[config.mk]
export PLATFORM = sky130hd
export DESIGN_NAME = puf_eval_ctrl
export DESIGN_NICKNAME = d
export VERILOG_FILES = /design/src/rtl/puf_eval_ctrl.sv
export SDC_FILE = /design/constraint.sdc
export NUM_CORES = 1
export LEC_CHECK = 0
export BUFFER_PORTS_ARGS = -buffer_cell sky130_fd_sc_hd__clkbuf_2
export CAP_MARGIN = 0
export CORE_MARGIN = 2
export CORE_UTILIZATION = 55
export CTS_BUF_LIST = sky130_fd_sc_hd__clkbuf_8
export DETAILED_ROUTE_END_ITERATION = 10
export GPL_ROUTABILITY_DRIVEN = 0
export PLACE_DENSITY = 0.76
export SKIP_LAST_GASP = 1
export SYNTH_ARGS = -nofsm -noshare
export SYNTH_HDL_FRONTEND = slang
export SYNTH_SLANG_ARGS = --single-unit
[constraint.sdc]
create_clock -name wb_clk_i -period 2.3 [get_ports wb_clk_i]
set_clock_uncertainty 0.2 [all_clocks]
set_input_delay 0.345 -clock wb_clk_i [delete_from_list [all_inputs] [get_ports wb_clk_i]]
set_output_delay 0.345 -clock wb_clk_i [all_outputs]
set_load 0.01 [all_outputs]
[src/rtl/puf_eval_ctrl.sv]
// puf_eval_ctrl: sequences the bistable-ring PUF through repeated
// reset/settle/sample evaluations for one challenge, then returns a
// majority-voted response and a mask of bits whose samples disagreed.
module puf_eval_ctrl #(
  parameter int RESET_CYCLES  = 4,
  parameter int SETTLE_CYCLES = 16,
  parameter int VOTES         = 5
) (
  input  logic        wb_clk_i,
  input  logic        wb_rst_ni,
  input  logic        req_valid,
  output logic        req_ready,
  input  logic [31:0] req_challenge,
  output logic        puf_reset,
  output logic [31:0] puf_challenge,
  input  logic [31:0] puf_rsp,
  output logic        rsp_valid,
  input  logic        rsp_ready,
  output logic [31:0] rsp_data,
  output logic [31:0] rsp_unstable,
  output logic        busy
);

  localparam logic [2:0] ST_IDLE      = 3'd0;
  localparam logic [2:0] ST_PRECHARGE = 3'd1;
  localparam logic [2:0] ST_SETTLE    = 3'd2;
  localparam logic [2:0] ST_SAMPLE    = 3'd3;
  localparam logic [2:0] ST_DONE      = 3'd4;

  localparam logic [7:0] PRE_LAST  = 8'(RESET_CYCLES - 1);
  localparam logic [7:0] SET_LAST  = 8'(SETTLE_CYCLES - 1);
  localparam logic [3:0] VOTE_N    = 4'(VOTES);
  localparam logic [3:0] VOTE_HALF = 4'(VOTES / 2);

  // A bit resolves to 1 when strictly more than half of its samples were 1.
  function automatic logic vote_major(input logic [3:0] ones);
    return ones > VOTE_HALF;
  endfunction

  // A bit is unstable unless all samples agreed (all zero or all one).
  function automatic logic vote_unstable(input logic [3:0] ones);
    return (ones != 4'd0) && (ones != VOTE_N);
  endfunction

  logic [2:0]        state_q, state_d;
  logic [7:0]        phase_q, phase_d;
  logic [3:0]        vote_q, vote_d;
  logic [31:0][3:0]  ones_q, ones_d;
  logic [31:0]       sync1_q, sync1_d;
  logic [31:0]       sync2_q, sync2_d;
  logic [31:0]       chal_q, chal_d;
  logic [31:0]       data_q, data_d;
  logic [31:0]       unst_q, unst_d;

  // Next-state logic: phase timing, vote accumulation and result capture.
  always_comb begin
    state_d = state_q;
    phase_d = phase_q;
    vote_d  = vote_q;
    ones_d  = ones_q;
    chal_d  = chal_q;
    data_d  = data_q;
    unst_d  = unst_q;
    sync1_d = puf_rsp;
    sync2_d = sync1_q;
    case (state_q)
      ST_IDLE: begin
        if (req_valid) begin
          chal_d  = req_challenge;
          ones_d  = '0;
          vote_d  = '0;
          phase_d = '0;
          state_d = ST_PRECHARGE;
        end
      end
      ST_PRECHARGE: begin
        if (phase_q == PRE_LAST) begin
          phase_d = '0;
          state_d = ST_SETTLE;
        end else begin
          phase_d = phase_q + 8'd1;
        end
      end
      ST_SETTLE: begin
        if (phase_q == SET_LAST) begin
          phase_d = '0;
          state_d = ST_SAMPLE;
        end else begin
          phase_d = phase_q + 8'd1;
        end
      end
      ST_SAMPLE: begin
        // Sample the synchronized response; the settle window is at least
        // two cycles so the synchronizer has flushed any pre-reset value.
        for (int i = 0; i < 32; i++) begin
          ones_d[i] = ones_q[i] + {3'b000, sync2_q[i]};
        end
        vote_d = vote_q + 4'd1;
        if (vote_d == VOTE_N) begin
          state_d = ST_DONE;
          for (int i = 0; i < 32; i++) begin
            data_d[i] = vote_major(ones_d[i]);
            unst_d[i] = vote_unstable(ones_d[i]);
          end
        end else begin
          state_d = ST_PRECHARGE;
        end
      end
      ST_DONE: begin
        if (rsp_ready) begin
          state_d = ST_IDLE;
        end
      end
      default: state_d = ST_IDLE;
    endcase
  end

  // State, counters, synchronizer and result registers.
  always_ff @(posedge wb_clk_i or negedge wb_rst_ni) begin
    if (!wb_rst_ni) begin
      state_q <= ST_IDLE;
      phase_q <= '0;
      vote_q  <= '0;
      ones_q  <= '0;
      sync1_q <= '0;
      sync2_q <= '0;
      chal_q  <= '0;
      data_q  <= '0;
      unst_q  <= '0;
    end else begin
      state_q <= state_d;
      phase_q <= phase_d;
      vote_q  <= vote_d;
      ones_q  <= ones_d;
      sync1_q <= sync1_d;
      sync2_q <= sync2_d;
      chal_q  <= chal_d;
      data_q  <= data_d;
      unst_q  <= unst_d;
    end
  end

  assign req_ready     = (state_q == ST_IDLE);
  assign rsp_valid     = (state_q == ST_DONE);
  assign busy          = (state_q != ST_IDLE);
  assign puf_reset     = (state_q == ST_IDLE) || (state_q == ST_PRECHARGE) ||
                         (state_q == ST_DONE);
  assign puf_challenge = chal_q;
  assign rsp_data      = data_q;
  assign rsp_unstable  = unst_q;

endmodule

## Word level (Yosys, flattened, before mapping)

Index checks and enable logic that the tools add are counted.

| operators by class | value |
|---|---|
| magnitude comparators | 32 |
| reductions and logical operators | 75 |
| muxes and demuxes | 14 |
| equality and inequality tests | 43 |
| add/subtract/negate cells | 34 |

Operator list:

| operator | number |
|---|---|
| $pmux W128 S2 | 1 |
| $add A4 B1 Y4 | 32 |
| $gt A4 B2 Y1 const B | 32 |
| $mux W128 | 1 |
| $ne A4 B3 Y1 const B | 32 |
| $reduce_bool A4 Y1 | 32 |
| $logic_and A1 B1 Y1 | 32 |
| $mux W8 | 3 |
| $pmux W8 S3 | 1 |
| $mux W3 | 5 |
| $pmux W3 S5 | 1 |
| $add A8 B1 Y8 const B | 1 |
| $eq A8 B2 Y1 const B | 1 |
| $eq A8 B4 Y1 const B | 1 |
| $pmux W4 S2 | 1 |
| $reduce_and A2 Y1 | 4 |
| $eq A3 B2 Y1 const B | 2 |
| $ne A2 B2 Y1 const B | 3 |
| $reduce_bool A3 Y1 | 2 |
| $add A4 B1 Y4 const B | 1 |
| $eq A4 B3 Y1 const B | 1 |
| $mux W4 | 1 |
| $reduce_and A4 Y1 | 1 |
| $eq A3 B1 Y1 const B | 1 |
| other kinds (5) | 6 |

| word-level totals | value |
|---|---|
| register bits after elaboration | 303 |
| logic and storage cells | 238 |
| input port bits | 68 |
| output and inout bits | 100 |

## Depth between registers and ports, before layout

| logic depth | value |
|---|---|
| depth after elaboration | 4 |
| gate-level depth with buffers | 7 |
| depth with buffers taken out | 6 |

## Least setup slack after synthesis

Ideal clock, no wire load.

| path | value |
|---|---|
| kind | flip-flop to flip-flop |
| start | register vote_q[0] |
| end | register data_q[0], in the netlist rsp_data[0] |
| setup slack | 0.266 ns |
| data arrival time | 1.706 ns |
| data required time | 1.973 ns |
| path buffers | 2 |
| clock period less this slack | 2.034 ns |
| stages on the path, launching flop included | 7 |
| setup time | 0.127 ns |
| path through | dfrtp_1 -> ha_1 -> nand3b_1 -> o31a_1 -> buf_2 -> buf_6 -> mux2_1 |

| between the ends | value |
|---|---|
| cells in the longest elaborated chain, start to end | 3 |

Ends and longest elaborated chain:

| item | line | text |
|---|---|---|
| start, declared | 47 | `logic [3:0] vote_q, vote_d;` |
| start signal, assigned | 133 | `vote_q <= vote_d;` |
| $add A4 B1 Y4 | 98 | `vote_d = vote_q + 4'd1;` |
| $eq A4 B3 Y1 | 99 | `if (vote_d == VOTE_N) begin` |
| $reduce_and A2 Y1 (no source line) | -- |  |
| end signal, assigned | 138 | `data_q <= data_d;` |
| end, declared | 52 | `logic [31:0] data_q, data_d;` |

No other way between the ends.
A chain may end at the register's enable or synchronous reset.

## Final worst setup path

| path | value |
|---|---|
| start | register state_q[1] |
| end | output port busy |

| between the ends | value |
|---|---|
| cells in the longest elaborated chain, start to end | 1 |

Ends and longest elaborated chain:

| item | line | text |
|---|---|---|
| start, declared | 45 | `logic [2:0] state_q, state_d;` |
| start signal, assigned | 131 | `state_q <= state_d;` |
| $reduce_bool A3 Y1 | 145 | `assign busy = (state_q != ST_IDLE);` |
| end, declared | 21 | `output logic busy` |

No other way between the ends.

==> reports/qor.yml <==
outcome:
  outcome: "complete, no violations"
synthesis:
  synthArstFlopShare: 1.00
  synthXorXnorAreaFrac: 0.0635
  avgSynthCellArea_sq_um: 10.5
  syn_area_sq_um: 13500
  yosysWarningCount: 0
  yosys_register_bits: 303
  synth_mux_area_frac: 0.0533
  yosys.area_share.simple: 0.162
  post_synth_fa_ha_maj_area_fraction: 0.0620
  ys_types: 41
  syn-num-nets: 1426
  synth_compound_area_frac: 0.0753
  synth_top_family_by_area: "simple AND/OR/NAND/NOR gates"
  synth_cells: 1291
  synth-main-ff-cell: "dfrtp_1"
  ys_seq_area_frac: 0.561
  synth-edff-count: 0
flow_run:
  maxCapViolations: 0
worst_setup_path:
  cp.arrival_ns: 1.63
  crit_chain: "buf_4 > nor3_4 > buf_4 > inv_1 > clkbuf_2"
  crit_path_end_kind: "primary output"
  critPathLaunchType: "flip-flop"
  cp_common_cell: "buf_4"
  worstSetupPathType: "flip-flop to primary output"
  required_ns: 1.75
  slowest_stage: "dfrtp_1"
  cp_max_fo: 13
  critPathMaxStageDelay_ns: 0.39
layout:
  mostFrequentLayoutCell: "dfrtp_1"
  final_area_sq_um: 16400
  seq_area_sq_um: 7580
  final-instance-count-excl-fill: 1892
  n_antenna_cell: 0
  multi_input_area_sq_um: 5650
  layout-drive-gt1-share: 0.175
  layout.nets: 1667
  final_cell_mix: "dfrtp_1 (303), nand2_1 (300), o21ai_0 (170)"
  area_delta_synth_final_pct: 21.2
  fill_cells: 1825
routing:
  drc: 0
  ant_nets: 0
  viasPerCell: 5.33
  drt_iter0_drc: 613
  route.final.wire_length_mm: 29.0
  wl_per_cell_um: 15.3
  drt_pass1_iterations: 7
  num_vias: 10100
sta:
  slew-limit-headroom: 0.367
  grt_setup_unrepaired: "no"
  finalMaxSlewViolations: 0
  fmax_mhz: 460
  finalCritPeriodShare: 0.946
  period_needed_ns: 2.18
  setup_violations: 0
  tns_ns: 0
  hold_viol_final: 0
  tightest_slew_ns: 0.947
die:
  die_height_um: 161
  core-area_sq_um: 24200
  ioPinCount: 168
  rows: 57
  start_util: 0.558
  die_w_um: 161
  dieArea_sq_um: 25900
global_route:
  grt-ovfl-total: 0
  grt_max_degree: 165
  antenna_found_initial: 0
  first_global_vias: 10300
  grt_pass1_wl_mm: 48.9
  grt_use_total: 0.229
clock_network:
  clkLatencyLatePin_ns: 0.58
  cts_buffer_depth: 3
  cts_tree: "built"
  htree_levels: 2
  root_buffer: "clkbuf_8"
  clkTransAtPathRegs_ns: 0.06
  cts_sinks: 303
  cts_buffers: 50
  postCtsSetupRepairBufs: 0
pwr:
  p_leak_nw: 8.22
  power_mw: 18.2
  peakVddDrop_uv: 744
  power.density_nw_per_um2: 1110
placement:
  dpl_cell_area_sq_um: 14700
  hpwl_mm: 16.8
  io_buffers: 167
  dp_cells: 1738
worst_hold_path:
  holdCritPathClass: "input port to async pin"
kinds of logic (layout without fill, tap and decap cells):
logic type      Yosys count  in the layout
buf+inv                  68            345
fa+ha+maj                67             67
compound gates          194            194
mux                      64             64
flops                   303            303
simple gates            497            497
xor+xnor                 98             98
registers in the layout, summed over array words and instances, names as in the netlist:
name,cells
ones_q,128
puf_challenge,32
rsp_data,32
rsp_unstable,32
sync1_q,32
sync2_q,32
phase_q,8
vote_q,4
state_q,3
cells in the mapped netlist (all sizes together) (2+ instances only):
| master | n | share of area |
|---|---|---|
| and3 | 3 | 0.0014 |
| o211ai | 2 | 0.0011 |
| nand4 | 3 | 0.0014 |
| nor4b | 2 | 0.0024 |
| ha | 67 | 0.062 |
| a31oi | 5 | 0.0023 |
| nand2b | 4 | 0.0019 |
| nor2 | 39 | 0.011 |
| xor2 | 64 | 0.041 |
| nand3b | 34 | 0.019 |
| a21oi | 5 | 0.0019 |
| clkbuf | 36 | 0.010 |
| nor3 | 5 | 0.0019 |
| dfrtp | 303 | 0.56 |
| o31ai | 3 | 0.0020 |
| xnor2 | 34 | 0.022 |
| mux2 | 64 | 0.053 |
| nand3 | 102 | 0.038 |
| buf | 24 | 0.011 |
| o21ai | 171 | 0.063 |
| inv | 8 | 0.0022 |
| nand2 | 301 | 0.084 |
| o22ai | 2 | 0.00093 |
per-stage QoR:
step / setup slack, ns / utilization / hold slack, ns
finish: 0.125 / 0.676 / 0.0204
global route: 0.0196 / 0.676 / 0.0198
CTS: 0.0219 / 0.675 / 0.00815
detailed placement: 0.0904 / 0.607 / 0.0105
global placement: 0.169 / 0.607 / 0.0119
floorplan: 0.266 / - / -0.151
power by group:
group	switching (mW)	leakage, nW	total [mW]	internal, mW
logic	3.61	3.66	6.02	2.41
clock network	2.08	0.583	4.61	2.53
registers	0.913	3.98	7.60	6.69
cell type report:
type | instances | area share
inverter | 8 | 0.00183
timing repair buffer | 249 | 0.105
sequential | 303 | 0.463
clock buffer | 62 | 0.0521
tap | 324 | 0.0247
clock inverter | 26 | 0.00855
multi-input combinational | 920 | 0.345
critical path, delay by kind of cell, from the launching register on:
family,cells,cell delay (ns)
buf+inv,4,0.48
flops,1,0.39
simple gates,1,0.20
final timing paths:
check | start | to | slack (ns) | cells after the start
max | state_q[1]$_DFFE_PN0P_ | busy | 0.12 | 5
min | wb_rst_ni | ones_q[78]$_DFFE_PN0P_ | 0.02 | 2
max reg2reg | phase_q[0]$_DFFE_PN0P_ | phase_q[4]$_DFFE_PN0P_ | 0.16 | 5
min reg2reg | sync1_q[18]$_DFF_PN0_ | sync2_q[18]$_DFF_PN0_ | 0.15 | 0
max in group asynchronous | wb_rst_ni | ones_q[4]$_DFFE_PN0P_ | 1.13 | 3
min in group wb_clk_i | req_valid | phase_q[2]$_DFFE_PN0P_ | 0.09 | 4
layer usage:
layer	GRT usage	routed length (um)	vias to the layer above
li1	-	-	4869
met1	0.301	12800	4883
met2	0.385	13900	270
met3	0.0498	1620	62
met4	0.0641	697	0
met5	0	0	-
repair_timing:
action	4_1_cts	5_1_grt
gates resized for setup	1	2
hold buffers	66	0
endpoints found under the setup margin	2	10
endpoints found under the hold margin	368	0
Power figures use the tool's default switching activity.
